<file path="config.mk">
export PLATFORM = sky130hd
export DESIGN_NAME = uartreader_flat
export DESIGN_NICKNAME = d
export VERILOG_FILES = /design/src/rtl/uartreader_if.sv /design/src/rtl/uartreader.sv /design/src/flat_wrapper.sv
export SDC_FILE = /design/constraint.sdc
export NUM_CORES = 1
export LEC_CHECK = 0
export ABC_AREA = 1
export BUFFER_PORTS_ARGS = -buffer_cell sky130_fd_sc_hd__buf_4
export CAP_MARGIN = 0
export CORE_ASPECT_RATIO = 1.1
export CORE_MARGIN = 8
export CORE_UTILIZATION = 30
export CTS_BUF_LIST = sky130_fd_sc_hd__clkbuf_4
export CTS_CLUSTER_SIZE = 30
export DETAILED_ROUTE_END_ITERATION = 7
export GPL_TIMING_DRIVEN = 1
export PLACE_DENSITY_LB_ADDON = 0.05
export SETUP_SLACK_MARGIN = 0.5
export SLEW_MARGIN = 20
export SYNTH_ARGS = -nofsm -noshare
export SYNTH_HDL_FRONTEND = slang
export SYNTH_SLANG_ARGS = --single-unit
export TNS_END_PERCENT = 20
</file>
<file path="constraint.sdc">
create_clock -name clk -period 4.6 [get_ports clk]
set_clock_uncertainty 0.15 [all_clocks]
set_input_delay 0.92 -clock clk [delete_from_list [all_inputs] [get_ports clk]]
set_output_delay 0.92 -clock clk [all_outputs]
set_load 0.05 [all_outputs]
</file>
<file path="src/rtl/uartreader_if.sv">
// rtl/uartreader_if.sv - RX FIFO write-side handshake between uartreader and the RX FIFO
interface uartreader_if #(
  parameter int DATA_WIDTH = 16
) ();
  logic                  fifo_full;
  logic                  fifo_write_en;
  logic [DATA_WIDTH-1:0] fifo_data;

  modport master (
    input  fifo_full,
    output fifo_write_en,
    output fifo_data
  );

  modport slave (
    output fifo_full,
    input  fifo_write_en,
    input  fifo_data
  );
endinterface

</file>
<file path="src/rtl/uartreader.sv">
// rtl/uartreader.sv - oversampling UART receiver feeding the RX FIFO via a one-entry hold register (optional UARTREADER_PARITY_EN selects 8E1)
module uartreader #(
  parameter int CLK_FREQ   = 50_000_000,
  parameter int BAUD       = 115200,
  parameter int OVERSAMPLE = 16,
  parameter int DATA_WIDTH = 16
) (
  input  logic          clk,
  input  logic          rst,
  input  logic          rx,
  input  logic          clear_status,
  output logic          frame_err,
  output logic          overrun,
  output logic          parity_err,
  output logic          busy,
  uartreader_if.master  fifo
);

  localparam int DIV = CLK_FREQ / (BAUD * OVERSAMPLE);
  localparam int TW  = (DIV > 1) ? $clog2(DIV) : 1;
  localparam int SCW = $clog2(OVERSAMPLE);
  localparam logic [TW-1:0]  TICK_LAST = TW'(DIV - 1);
  localparam logic [SCW-1:0] SC_MID    = SCW'(OVERSAMPLE / 2 - 1);
  localparam logic [SCW-1:0] SC_LAST   = SCW'(OVERSAMPLE - 1);

  typedef enum logic [2:0] {
    S_IDLE,
    S_START,
    S_DATA,
`ifdef UARTREADER_PARITY_EN
    S_PAR,
`endif
    S_STOP,
    S_BREAK
  } state_t;

  state_t         state, state_n;
  logic           rx_meta, rx_s;
  logic [TW-1:0]  tcnt;
  logic           tick;
  logic [SCW-1:0] sc, sc_n;
  logic [2:0]     bitcnt, bitcnt_n;
  logic [7:0]     shift, shift_n;
  logic           done, frame_set, par_set;
  logic           pending;
  logic [7:0]     hold;
  logic           wr;
  logic [DATA_WIDTH-1:0] data_ext;
`ifdef UARTREADER_PARITY_EN
  logic           par_bad, par_bad_n;
`endif

  // Two-flop synchronizer; idle-high so reset does not look like a start bit
  always_ff @(posedge clk or posedge rst) begin
    if (rst) begin
      rx_meta <= 1'b1;
      rx_s    <= 1'b1;
    end else begin
      rx_meta <= rx;
      rx_s    <= rx_meta;
    end
  end

  assign tick = (tcnt == TICK_LAST);

  // Free-running sample-tick divider
  always_ff @(posedge clk or posedge rst) begin
    if (rst)       tcnt <= '0;
    else if (tick) tcnt <= '0;
    else           tcnt <= tcnt + 1'b1;
  end

  // Receiver state and datapath registers
  always_ff @(posedge clk or posedge rst) begin
    if (rst) begin
      state  <= S_IDLE;
      sc     <= '0;
      bitcnt <= '0;
      shift  <= '0;
`ifdef UARTREADER_PARITY_EN
      par_bad <= 1'b0;
`endif
    end else begin
      state  <= state_n;
      sc     <= sc_n;
      bitcnt <= bitcnt_n;
      shift  <= shift_n;
`ifdef UARTREADER_PARITY_EN
      par_bad <= par_bad_n;
`endif
    end
  end

  // Frame sequencing: start qualification, mid-bit sampling, stop/break handling
  always_comb begin
    state_n   = state;
    sc_n      = sc;
    bitcnt_n  = bitcnt;
    shift_n   = shift;
    done      = 1'b0;
    frame_set = 1'b0;
    par_set   = 1'b0;
`ifdef UARTREADER_PARITY_EN
    par_bad_n = par_bad;
`endif
    case (state)
      S_IDLE: begin
        if (tick && !rx_s) begin
          sc_n    = '0;
          state_n = S_START;
        end
      end
      S_START: begin
        if (tick) begin
          if (sc == SC_MID) begin
            if (rx_s) begin
              state_n = S_IDLE;
            end else begin
              sc_n     = '0;
              bitcnt_n = '0;
              state_n  = S_DATA;
            end
          end else begin
            sc_n = sc + 1'b1;
          end
        end
      end
      S_DATA: begin
        if (tick) begin
          if (sc == SC_LAST) begin
            shift_n  = {rx_s, shift[7:1]};
            sc_n     = '0;
            bitcnt_n = bitcnt + 1'b1;
            if (bitcnt == 3'd7) begin
`ifdef UARTREADER_PARITY_EN
              state_n = S_PAR;
`else
              state_n = S_STOP;
`endif
            end
          end else begin
            sc_n = sc + 1'b1;
          end
        end
      end
`ifdef UARTREADER_PARITY_EN
      S_PAR: begin
        if (tick) begin
          if (sc == SC_LAST) begin
            par_bad_n = (rx_s != (^shift));
            sc_n      = '0;
            state_n   = S_STOP;
          end else begin
            sc_n = sc + 1'b1;
          end
        end
      end
`endif
      S_STOP: begin
        if (tick) begin
          if (sc == SC_LAST) begin
            sc_n = '0;
            if (rx_s) begin
`ifdef UARTREADER_PARITY_EN
              if (par_bad) par_set = 1'b1;
              else         done    = 1'b1;
`else
              done = 1'b1;
`endif
              state_n = S_IDLE;
            end else begin
              frame_set = 1'b1;
              state_n   = S_BREAK;
            end
          end else begin
            sc_n = sc + 1'b1;
          end
        end
      end
      S_BREAK: begin
        if (rx_s) state_n = S_IDLE;
      end
      default: state_n = S_IDLE;
    endcase
  end

  assign busy = (state != S_IDLE);
  assign wr   = pending & ~fifo.fifo_full;

  // Hold register: a byte arriving while the previous one drains still gets captured
  always_ff @(posedge clk or posedge rst) begin
    if (rst) begin
      pending <= 1'b0;
      hold    <= '0;
    end else if (done && (!pending || wr)) begin
      hold    <= shift;
      pending <= 1'b1;
    end else if (wr) begin
      pending <= 1'b0;
    end
  end

  // Sticky status bits; a same-cycle event beats clear_status
  always_ff @(posedge clk or posedge rst) begin
    if (rst) begin
      frame_err <= 1'b0;
      overrun   <= 1'b0;
    end else begin
      if (frame_set)          frame_err <= 1'b1;
      else if (clear_status)  frame_err <= 1'b0;
      if (done && pending && !wr) overrun <= 1'b1;
      else if (clear_status)      overrun <= 1'b0;
    end
  end

`ifdef UARTREADER_PARITY_EN
  // Sticky parity error
  always_ff @(posedge clk or posedge rst) begin
    if (rst)               parity_err <= 1'b0;
    else if (par_set)      parity_err <= 1'b1;
    else if (clear_status) parity_err <= 1'b0;
  end
`else
  assign parity_err = par_set;
`endif

  // Zero-extend the held byte onto the FIFO data bus
  always_comb begin
    data_ext      = '0;
    data_ext[7:0] = hold;
  end

  assign fifo.fifo_write_en = wr;
  assign fifo.fifo_data     = data_ext;

endmodule

</file>
<file path="src/flat_wrapper.sv">
// flat-port wrapper written by rule: the top's interface ports become plain ports
module uartreader_flat 
#(
  parameter int CLK_FREQ   = 50_000_000,
  parameter int BAUD       = 115200,
  parameter int OVERSAMPLE = 16,
  parameter int DATA_WIDTH = 16
)
  (clk, rst, rx, clear_status, frame_err, overrun, parity_err, busy, fifo_fifo_full, fifo_fifo_write_en, fifo_fifo_data);
  uartreader_if #(.DATA_WIDTH(DATA_WIDTH)) fifo_i ();
  input  logic clk;
  input  logic rst;
  input  logic rx;
  input  logic clear_status;
  output logic frame_err;
  output logic overrun;
  output logic parity_err;
  output logic busy;
  input wire logic [$bits(fifo_i.fifo_full)-1:0] fifo_fifo_full;
  output wire logic [$bits(fifo_i.fifo_write_en)-1:0] fifo_fifo_write_en;
  output wire logic [$bits(fifo_i.fifo_data)-1:0] fifo_fifo_data;
  assign fifo_i.fifo_full = fifo_fifo_full;
  assign fifo_fifo_write_en = fifo_i.fifo_write_en;
  assign fifo_fifo_data = fifo_i.fifo_data;
  uartreader #(.CLK_FREQ(CLK_FREQ), .BAUD(BAUD), .OVERSAMPLE(OVERSAMPLE), .DATA_WIDTH(DATA_WIDTH)) u_core (.clk(clk), .rst(rst), .rx(rx), .clear_status(clear_status), .frame_err(frame_err), .overrun(overrun), .parity_err(parity_err), .busy(busy), .fifo(fifo_i));
endmodule
</file>
### Word level (Yosys, flattened, before mapping)

Cells that the tools add are included.

| cells by class | value |
|---|---|
| reduce and logical (&&, ||, !) cells | 20 |
| bitwise operators | 2 |
| add/subtract/negate cells | 3 |
| multiplexer cells | 39 |
| equal/unequal tests | 20 |

Operator list:

| kind | count |
|---|---|
| 2-to-1 mux 3 bit | 15 |
| 2-to-1 mux 4 bit | 6 |
| inequality test 2 x 1 -> 1 bit (second input constant) | 10 |
| case mux 3 bit (5 select lines) | 1 |
| 2-to-1 mux 1 bit | 13 |
| case mux 4 bit (3 select lines) | 1 |
| AND reduction 9 bit | 1 |
| nonzero test 2 bit | 4 |
| == test 3 x 2 -> 1 bit (second input constant) | 2 |
| == test 3 bit (second input constant) | 2 |
| case mux 3 bit (2 select lines) | 1 |
| AND reduction 6 bit | 1 |
| nonzero test 3 bit | 2 |
| adder 5 x 1 -> 5 bit (second input constant) | 1 |
| == test 5 bit (second input constant) | 1 |
| 2-to-1 mux 5 bit | 1 |
| AND reduction 5 bit | 1 |
| adder 4 x 1 -> 4 bit (second input constant) | 1 |
| == test 4 x 3 -> 1 bit (second input constant) | 1 |
| == test 4 bit (second input constant) | 1 |
| logical AND 1 bit | 4 |
| adder 3 x 1 -> 3 bit (second input constant) | 1 |
| == test 3 x 1 -> 1 bit (second input constant) | 1 |
| logical NOT 1 bit | 3 |
| other kinds (9) | 9 |

| storage, ports and cells | value |
|---|---|
| word-level logic and storage cells | 95 |
| output and inout port bits | 21 |
| bits of input ports | 5 |
| flip-flop bits (word level) | 36 |

### Logic depth before layout (Yosys ltp)

Gate-level depths: netlist of the first run.

| logic depth | value |
|---|---|
| word-level depth | 7 |
| mapped depth | 10 |
| gate-level depth less buffers | 9 |

### Least setup slack after synthesis of the first run

No wires, ideal clock.

| path | value |
|---|---|
| path kind | input to output |
| start | input fifo_fifo_full |
| end | output fifo_fifo_write_en |
| stages | 1 |
| required time | 3.530 ns |
| slack | 1.956 ns |
| buffers on the path | 0 |
| data arrival time | 1.574 ns |
| path through | nor2_1 |

| between the ends | value |
|---|---|
| word-level cells in the longest chain between the ends | 2 |

Ends and longest elaborated chain:

| item | RTL line | RTL |
|---|---|---|
| start, declared | flat_wrapper.sv:19 | `input wire logic [$bits(fifo_i.fifo_full)-1:0] fifo_fifo_full;` |
| NOT 1 bit | uartreader.sv:188 | `assign wr = pending & ~fifo.fifo_full;` |
| bitwise AND 1 bit | uartreader.sv:188 |  |
| end, declared | flat_wrapper.sv:20 | `output wire logic [$bits(fifo_i.fifo_write_en)-1:0] fifo_fifo_write_en;` |

No other way between the ends.

### Worst setup path after layout of the first run

| path | value |
|---|---|
| start | register u_core.state[1] |
| end | output busy |

| between the ends | value |
|---|---|
| word-level cells in the longest chain between the ends | 1 |

Ends and longest elaborated chain:

| item | RTL line | RTL |
|---|---|---|
| start, declared | uartreader.sv:37 | `state_t state, state_n;` |
| start signal, assigned | uartreader.sv:84 | `state <= state_n;` |
| nonzero test 3 bit | uartreader.sv:187 | `assign busy = (state != S_IDLE);` |
| end, declared | flat_wrapper.sv:18 | `output logic busy;` |

No other way between the ends.

==> results of run 1 <==
final cells by class:
cell class	count	area (um2)	share of cell area [%]
clock inverters	3	42.5	2.07
well taps	80	100	4.86
inverters	22	82.6	4.01
flip-flops and latches	36	903	43.9
multi-input cells	142	766	37.2
repair buffers	17	128	6.20
clock buffers	5	37.5	1.82
state kept, by name (all words and copies together) (netlist names), 3 cells and up:
name / count
u_core.sc: 4
u_core.shift: 8
u_core.bitcnt: 3
u_core.tcnt: 5
u_core.state: 3
u_core.hold: 8
Yosys cell counts:
library cell,count,area [um2]
sky130_fd_sc_hd__a21oi_1,3,15.0
sky130_fd_sc_hd__a21oi_2,1,8.76
sky130_fd_sc_hd__buf_4,10,75.1
sky130_fd_sc_hd__buf_6,3,33.8
sky130_fd_sc_hd__clkbuf_2,1,5.00
sky130_fd_sc_hd__conb_1,1,3.75
sky130_fd_sc_hd__dfrtp_1,34,851
sky130_fd_sc_hd__dfstp_2,2,52.6
sky130_fd_sc_hd__ha_1,5,62.6
sky130_fd_sc_hd__inv_1,18,67.6
sky130_fd_sc_hd__inv_2,4,15.0
sky130_fd_sc_hd__nand2_1,50,188
sky130_fd_sc_hd__nand2_2,2,12.5
sky130_fd_sc_hd__nand3_1,17,85.1
sky130_fd_sc_hd__nand3_2,2,20.0
sky130_fd_sc_hd__nand3_4,1,17.5
sky130_fd_sc_hd__nand3b_1,3,22.5
sky130_fd_sc_hd__nand4_2,2,25.0
sky130_fd_sc_hd__nor2_1,16,60.1
sky130_fd_sc_hd__nor2_2,3,18.8
sky130_fd_sc_hd__nor2_4,2,22.5
sky130_fd_sc_hd__o21ai_0,3,15.0
sky130_fd_sc_hd__o21ai_1,10,50.1
sky130_fd_sc_hd__o21ai_2,6,52.6
sky130_fd_sc_hd__o22ai_1,1,6.26
sky130_fd_sc_hd__or2_2,1,6.26
sky130_fd_sc_hd__xnor2_1,2,17.5
sky130_fd_sc_hd__xor2_1,3,26.3
metrics by stage:
stage / power (uW) / util (%) / hold WS [ns]
after floorplan: 506 / - / 0.195
after global placement: 536 / 32.8 / 0.200
after detailed placement: 535 / 32.8 / 0.199
after CTS: 766 / 34.1 / 0.216
after global routing: 803 / 34.1 / 0.224
final: 752 / 34.1 / 0.216
where the power goes:
part,internal (uW),total [uW],leakage [uW],switching (uW)
Combinational,52.0,184,0.000496,132
Sequential,326,343,0.000479,17.2
Clock,113,224,0.0000412,111
Total,492,752,0.00102,260
worst register-to-register path: cells and delay by family (launching register included):
family / cells / cell delay [ns]
and+or+nand+nor: 4 / 1.06
DFF: 1 / 0.43
adders and majority gates: 1 / 0.13
buffers and inverters: 1 / 0.07
AOI/OAI and AO/OA: 1 / 0.06
worst max-delay path by stage:
| stage | start | endpoint | slack [ns] | cells after the start |
|---|---|---|---|---|
| floorplan | fifo_fifo_full | fifo_fifo_write_en | 1.96 | 1 |
| global placement | fifo_fifo_full | fifo_fifo_write_en | 2.21 | 3 |
| detailed placement | fifo_fifo_full | fifo_fifo_write_en | 2.20 | 3 |
| CTS | u_core.state[1] | busy | 2.15 | 3 |
| global route | u_core.state[1] | busy | 2.04 | 3 |
| finish | u_core.state[1] | busy | 2.16 | 3 |
per-layer routing:
layer / global-route usage [%] / vias to the layer above
met3: 3.07 / 5
met1: 9.72 / 648
met2: 15.8 / 19
met4: 3.33 / 0
li1: - / 671
met5: 0 / -
kinds of logic after synthesis:
| family | synth area share, % |
|---|---|
| AO/OA/AOI/OAI | 8.04 |
| XOR/XNOR | 2.39 |
| adder cells (fa/ha/maj) | 3.41 |
| buffers and inverters | 10.7 |
| flip-flops | 49.2 |
| other | 0.204 |
| AND/OR/NAND/NOR | 26.0 |
==> results.txt, run 1 <==
- The routed design uses 150 um of met3 wire.
- Sum Neg Setup Slack: 0 ns
- During I/O placement, the number of pins put on the boundary was 26.
- At the worst endpoint, the required time is 3.53 ns.
- Count of non-filler cells in the finished layout: 305
- Along the worst path, the maximum fanout reaches 9.
* Reg-to-reg critical path startpoint: u_core.tcnt[0]
- During synthesis, Yosys emitted a total of 0 warnings.
- IR analysis of the VDD net gives a maximum drop of 180 uV.
- The critical path goes through nor2_1 > nand2_1 > buf_4.
- Cell area after synthesis: 0.00184 mm2
- Total Wirelength: 3.61 mm
* CTS hold repair buffers: 0
* Number of global-route vias before repair: 1443
- Critical path class: register to primary output
- Commonest non-fill, non-tap cells in the layout: sky130_fd_sc_hd__nand2_1, sky130_fd_sc_hd__dfrtp_1, sky130_fd_sc_hd__inv_1, sky130_fd_sc_hd__nand3_1, sky130_fd_sc_hd__buf_4
* Top cell family by delay on the critical path: flip-flops
* Sink count of the clock tree: 36
- The worst path uses a little over half of the clock period.
* CP Buf/Inv Count: 1
* Fraction of layout instances using a drive strength above 1: 22.7%
* Number of nets in the layout: 234
- The worst register-to-register path has a depth of 7.
- Aggregate global routing overflow: 0
* GRT Overall Usage: 8.99%
- Run status: completed
- Static timing analysis puts the maximum clock frequency at 0.411 GHz.
* Count of final max-slew check failures: 0
- Total CTS buffers: 5
* Growth of design area from synthesis to finish: 12.2%
- Clock latency on the worst-skew pair, taken at its later pin, is 0.34 ns.
* Initial antenna violation count: 0
* Final hold vios: 0
- Worst slack at placement: 2.20 ns
- Static Leak: 0.00102 uW
* Maximum number of pins on one net before global-route repair: 37
- In this run the power density over the cells is approximately 360 mW/mm2.
- Routed via count: 1343
* Die span in x: 90.6 um
- Setup repair after global routing left no endpoint under its margin.
* Initial DRC Count: 50
* Endpoint arrival time on the critical path: 1.37 ns
- The worst path needs 2.44 ns of the cycle, external delays included.
* Largest stage delay on the critical path: ~0.5 ns
- For hold timing, the worst endpoint is u_core.rx_s.
- After clock tree synthesis, the setup repair step added 0 buffers.
- The first global-routing pass estimated 6.50 mm of wire.
- The worst hold path was traced through 0 stages.
* Cell variety after synth: 28
- Final count of negative-setup-slack endpoints: 0
- The largest individual stage delay along the critical path comes from the cell sky130_fd_sc_hd__dfrtp_1.
* Synth Register Bits: 36
- The placed instances occupy a cell area of 0.00198 mm2.
* Vert. Die Dim: just under 100 um
- Worst hold path type: register to register
* Placeable Area: 0.00604 mm2
* Row cnt: 30
- Clock tree root buffer cell: sky130_fd_sc_hd__clkbuf_4
* Detailed placer's ending HPWL: approximately 2.7 mm
* Count of antenna-violating nets left after detailed routing: 0
- # diodes: 0
- Once the floorplan was initialized, standard cells occupied 30.4% of the core.
* Overall die area: 0.00888 mm2
- Post-cts sizing count: 0
* Highest metal layer with signal wires: met4
- Number of instances in the synthesized netlist: 206
* Routed wire length on met2: approximately 1.9 mm
- Worst-path clk slew: 0.12 ns
* Cell Count Post-Placement: 297
- Max-cap check violation count: 0
* Post-synthesis average cell area: 8.91 um2
- Post-route setup slack: 2.16 ns
* Number of fill cells: 649
* Detail-routed via count per cell: ~4.4
- Crit. End Element: primary output
* TritonCTS clock tree: done
* Post-route cell area: 0.00206 mm2
- Maximum clock insertion buffer count: 2
- In the routed design, unresolved DRC markers number 0.
* First drt pass iteration count: 4
- The worst setup path is launched from a register.
- Average wire per cell in the routed design: 11.8 um
- Commonest non-fill, non-tap cell in the layout: sky130_fd_sc_hd__nand2_1
- Number of port buffers: 16
- The share of the Yosys chip area taken by registers is 49.2%.
- The clock tree synthesis step divided the H-tree into 2 levels.
- Reg2Reg Capture Point: u_core.hold[4]
- Final Wtd Congestion: between 0.7 and 0.8
* Reg-to-reg setup timing slack: 2.61 ns
* M1 wire length: around 1.5 mm
- The worst hold path begins at u_core.rx_meta.
No activity file was read; power rests on OpenSTA's default activity.
==> run 2, diff against run 1 <==
--- a/config.mk
+++ b/config.mk
@@ -5,7 +5,7 @@
 export SDC_FILE = /design/constraint.sdc
 export NUM_CORES = 1
 export LEC_CHECK = 0
-export ABC_AREA = 1
+export ABC_AREA = 0
 export BUFFER_PORTS_ARGS = -buffer_cell sky130_fd_sc_hd__buf_4
 export CAP_MARGIN = 0
 export CORE_ASPECT_RATIO = 1.1
==> constraint.sdc (replaced) <==
create_clock -name clk -period 2.34 [get_ports clk]
set_clock_uncertainty 0.15 [all_clocks]
set_input_delay 0.468 -clock clk [delete_from_list [all_inputs] [get_ports clk]]
set_output_delay 0.468 -clock clk [all_outputs]
set_load 0.05 [all_outputs]
==> run 2 against run 1 <==
  * Worst setup slack got worse by 1.8 ns
  * Critical path depth grew 4
  * Core utilization rose by 3.0 points
  * Combinational power shrank 61%
  * Count of clock-buffer cells in the layout did not move
  * Via count decreased by 9.5%
  * Non-clock buffer count rose by 11
  * Synthesized cell count shrank 26%
  * Sequential power grew 84%
  * Sequential share of layout area shrank 1.1 points
  * Die area is 3.1% lower
  * Largest cell class unchanged
==> results.txt, run 2 <==
- The number of global-route vias before repair was 1291 (-11%).
- Number of remaining DRC errors: 0 (unchanged)
* Switching power summed over all nets: 281 uW (+8.0%)
- The worst setup path is captured at a register.
- The proportion of power drawn by flip-flops and latches is 60.8% (+15 points).
- The detailed placer's ending HPWL was 2.46 mm (-8.4%).
- Total Wirelength: 3.59 mm (-0.33%)
- STA classifies the critical path startpoint as a register.
* Max-cap check violation count: 0 (unchanged)
- The total via count in the routed design was 1216 (-9.5%).
- The maximum net fanout on the critical path was 7 (-2).
- Worst hold path type: input pin to async pin
- The portion of synthesized cell area occupied by the leading cell type was 48.1% (+1.8 points).
- The number of buffers inserted during clock tree synthesis was 5 (unchanged).
* Power per cell area: 488 mW/mm2 (+34%)
* Aggregate global routing overflow: 0 (unchanged)
- Yosys attributes the largest share of cell area to sky130_fd_sc_hd__dfrtp_1, sky130_fd_sc_hd__mux2_2, sky130_fd_sc_hd__buf_4, sky130_fd_sc_hd__ha_1, sky130_fd_sc_hd__dfstp_2.
- The commonest cells after synthesis are sky130_fd_sc_hd__dfrtp_1, sky130_fd_sc_hd__mux2_2, sky130_fd_sc_hd__nor2_1, sky130_fd_sc_hd__buf_4, sky130_fd_sc_hd__inv_1.
- Sum Neg Setup Slack: 0 ns (unchanged)
- Run status: completed
- The row count was 29 (-3.3%).
* Sink count of the clock tree: 36 (unchanged)
- The endpoint arrival time on the critical path came to 2.04 ns (+0.67 ns).
- Final total power: 1040 uW (+38%)
- FFs w/ async S/R, synth: 100% (unchanged)
* # diodes: 0 (unchanged)
- The part of the total power dissipated in combinational logic was 7.0% (-18 points).
* Critical path class: register to register
* Static Leak: 0.00104 uW (+1.9%)
* Cell Count Post-Placement: 240 (-19%)
- Overall die area: 0.00861 mm2 (-3.1%)
- Cell area after synthesis: 0.00177 mm2 (-3.7%)
- The number of buffers inserted by port buffering came to 16 (unchanged).
* Internal power: 755 uW (+54%)
- Leading area contributor after synthesis: sky130_fd_sc_hd__dfrtp_1
- The weighted congestion at the end of routability-driven global placement came to 0.757 (-0.37%).
- The I/O pin total came to 26 (unchanged).
* Yosys warnings: 0 (unchanged)
- Growth of design area from synthesis to finish: 20.1%
- Commonest non-fill, non-tap cell in the layout: sky130_fd_sc_hd__dfrtp_1
- The global-route usage over all layers came to 9.11% (+0.12 points).
- TritonCTS built the clock tree.
- Maximum number of pins on one net before global-route repair: 37 (unchanged)
* EDFF count, synth: 0 (unchanged)
* Number of instances in the synthesized netlist: 153 (-26%)
* Max Freq: a little over 0.5 GHz
- The average wire length per cell after detail routing came to 14.0 um (+18%).
* First drt pass iteration count: 4 (unchanged)
- The average cell area after synthesis was 11.6 um2 (+30%).
- Number of nets in the layout: 189 (-19%)
* Maximum clock insertion buffer count: 2 (unchanged)
- Clock tree synthesis selected as its root buffer the cell sky130_fd_sc_hd__clkbuf_4.
- The final core utilization was 37.0% (+3.0 points).
- The share of final-layout standard cells stronger than drive strength 1 is 37.8% (+15 points).
- The final instance count without filler cells came to 257 (-16%).
- The worst path in the final design needs a cycle of 1.95 ns, including I/O delays and setup.
- The hold-fix buffer count after cts was 0 (unchanged).
- Final count of negative-setup-slack endpoints: 0 (unchanged)
* Die span in x: 89.2 um (-1.5%)
- Leading register cell type out of synthesis: sky130_fd_sc_hd__dfrtp_1
* Cell variety after synth: 41 (+46%)
- Placeable Area: 0.00573 mm2 (-5.1%)
* Detail-routed via count per cell: 4.73 (+7.5%)
- The later-pin clock latency in the skew report was 0.34 ns (about the same).
* Clock network power share: 32.2% (+2.4 points)
- Final hold vios: 0 (unchanged)
- Commonest non-fill, non-tap cells in the layout: sky130_fd_sc_hd__dfrtp_1, sky130_fd_sc_hd__buf_4, sky130_fd_sc_hd__nor2_1, sky130_fd_sc_hd__mux2_2
* Vert. Die Dim: 96.5 um (-1.6%)
- Initial DRC Count: 99 (+98%)
* Maximum VDD drop: 262 uV (+46%)
- Synth Register Bits: 36 (unchanged)
- Initial antenna violation count: 0 (unchanged)
- Period utilisation layout: 83.4%
- Worst Path Required: 2.43 ns (-1.10 ns)
- Count of antenna-violating nets left after detailed routing: 0 (unchanged)
- The largest registers in the layout are u_core.hold (8), u_core.shift (8), u_core.tcnt (5).
* Most frequently used cell type in the post-synthesis netlist: sky130_fd_sc_hd__dfrtp_1
* Count of final max-slew check failures: 0 (unchanged)
* Count of H-tree levels built during CTS: 2 (unchanged)
- Starting density of the core: 30.8% (+0.47 points)
* Setup repair after global routing missed its margin: yes
- The clock-pin slew on the worst setup and hold paths was 0.12 ns (about the same).
- The global-route wire length before repair is 6.03 mm (-7.2%).
* Switch share: 27.1% (-7.5 points)
- The fraction of the yosys area taken by sequential cells was 51.1% (+1.9 points).
==> run 2: per-layer routing <==
metal | wire length (um) | part of all wire, % | vias up | global-route usage [%]
li1 | - | - | 574 | -
met1 | 1570 | 44 | 614 | 9.81
met2 | 1810 | 50 | 21 | 15.8
met3 | 154 | 4.3 | 7 | 3.05
met4 | 59 | 1.6 | 0 | 4.16
met5 | 0 | 0 | - | 0
==> run 2: power by group through the flow <==
stage               clock network (uW)  registers (uW)  logic (uW)
detailed placement                   0             644        68.9
CTS                                357             630        72.2
global route                       380             631        78.9
finish                             334             630        72.4
global placement                     0             644        68.4
floorplan                            0             638        69.8
==> run 2: final cells by class <==
cell class	count	area, um2
clock buffer	5	37.5
sequential	36	907
clock inverter	3	17.5
inverter	9	33.8
fill	611	3610
tap	77	96.3
multi-input combinational	99	808
timing repair buffer	28	223
==> run 2: cell families after synthesis <==
logic type                 share of synthesized area (%)
and+or+nand+nor                                     12.9
adders and majority gates                           3.54
DFF                                                 51.1
AOI/OAI and AO/OA                                   10.1
xor gates and xnor gates                            1.49
buffers and inverters                               8.14
other                                              0.212
muxes                                               12.6
==> run 2: worst max-delay path, stage by stage, from the launching register on <==
cell	delay, ns
sky130_fd_sc_hd__dfrtp_1	0.40
sky130_fd_sc_hd__inv_1	0.06
sky130_fd_sc_hd__ha_2	0.16
sky130_fd_sc_hd__and4b_2	0.32
sky130_fd_sc_hd__buf_4	0.16
sky130_fd_sc_hd__nand2b_4	0.09
sky130_fd_sc_hd__nor2_2	0.17
sky130_fd_sc_hd__mux2_2	0.35
==> run 2: through the flow <==
stage          worst slack, ns  instance area, um2  hold slack [ns]
2_1_floorplan            0.418                1800            0.195
3_3_place_gp             0.173                1930            0.197
3_5_place_dp             0.111                1930            0.200
4_1_cts                  0.371                2100           0.0471
5_1_grt                  0.306                2120           0.0410
6_report                 0.389                2120           0.0691
==> run 2: repair_timing <==
action	4_1_cts	5_1_grt
gates cloned	0	0
endpoints found under the setup margin	24	25
pin swaps	2	2
gates resized for setup	18	2
buffers inserted	8	1
==> run 2: path summary, 6_finish.rpt <==
kind                           startpoint                to  slack [ns]  cells after the start
setup / recovery           u_core.tcnt[0]      u_core.sc[0]        0.39                      7
hold / removal                        rst  u_core.bitcnt[1]        0.07                      3
setup reg to reg           u_core.tcnt[0]      u_core.sc[0]        0.39                      7
hold reg to reg            u_core.rx_meta       u_core.rx_s        0.22                      0
max in group asynchronous             rst   u_core.state[1]        1.61                      3
min in group clk                       rx    u_core.rx_meta        0.07                      1
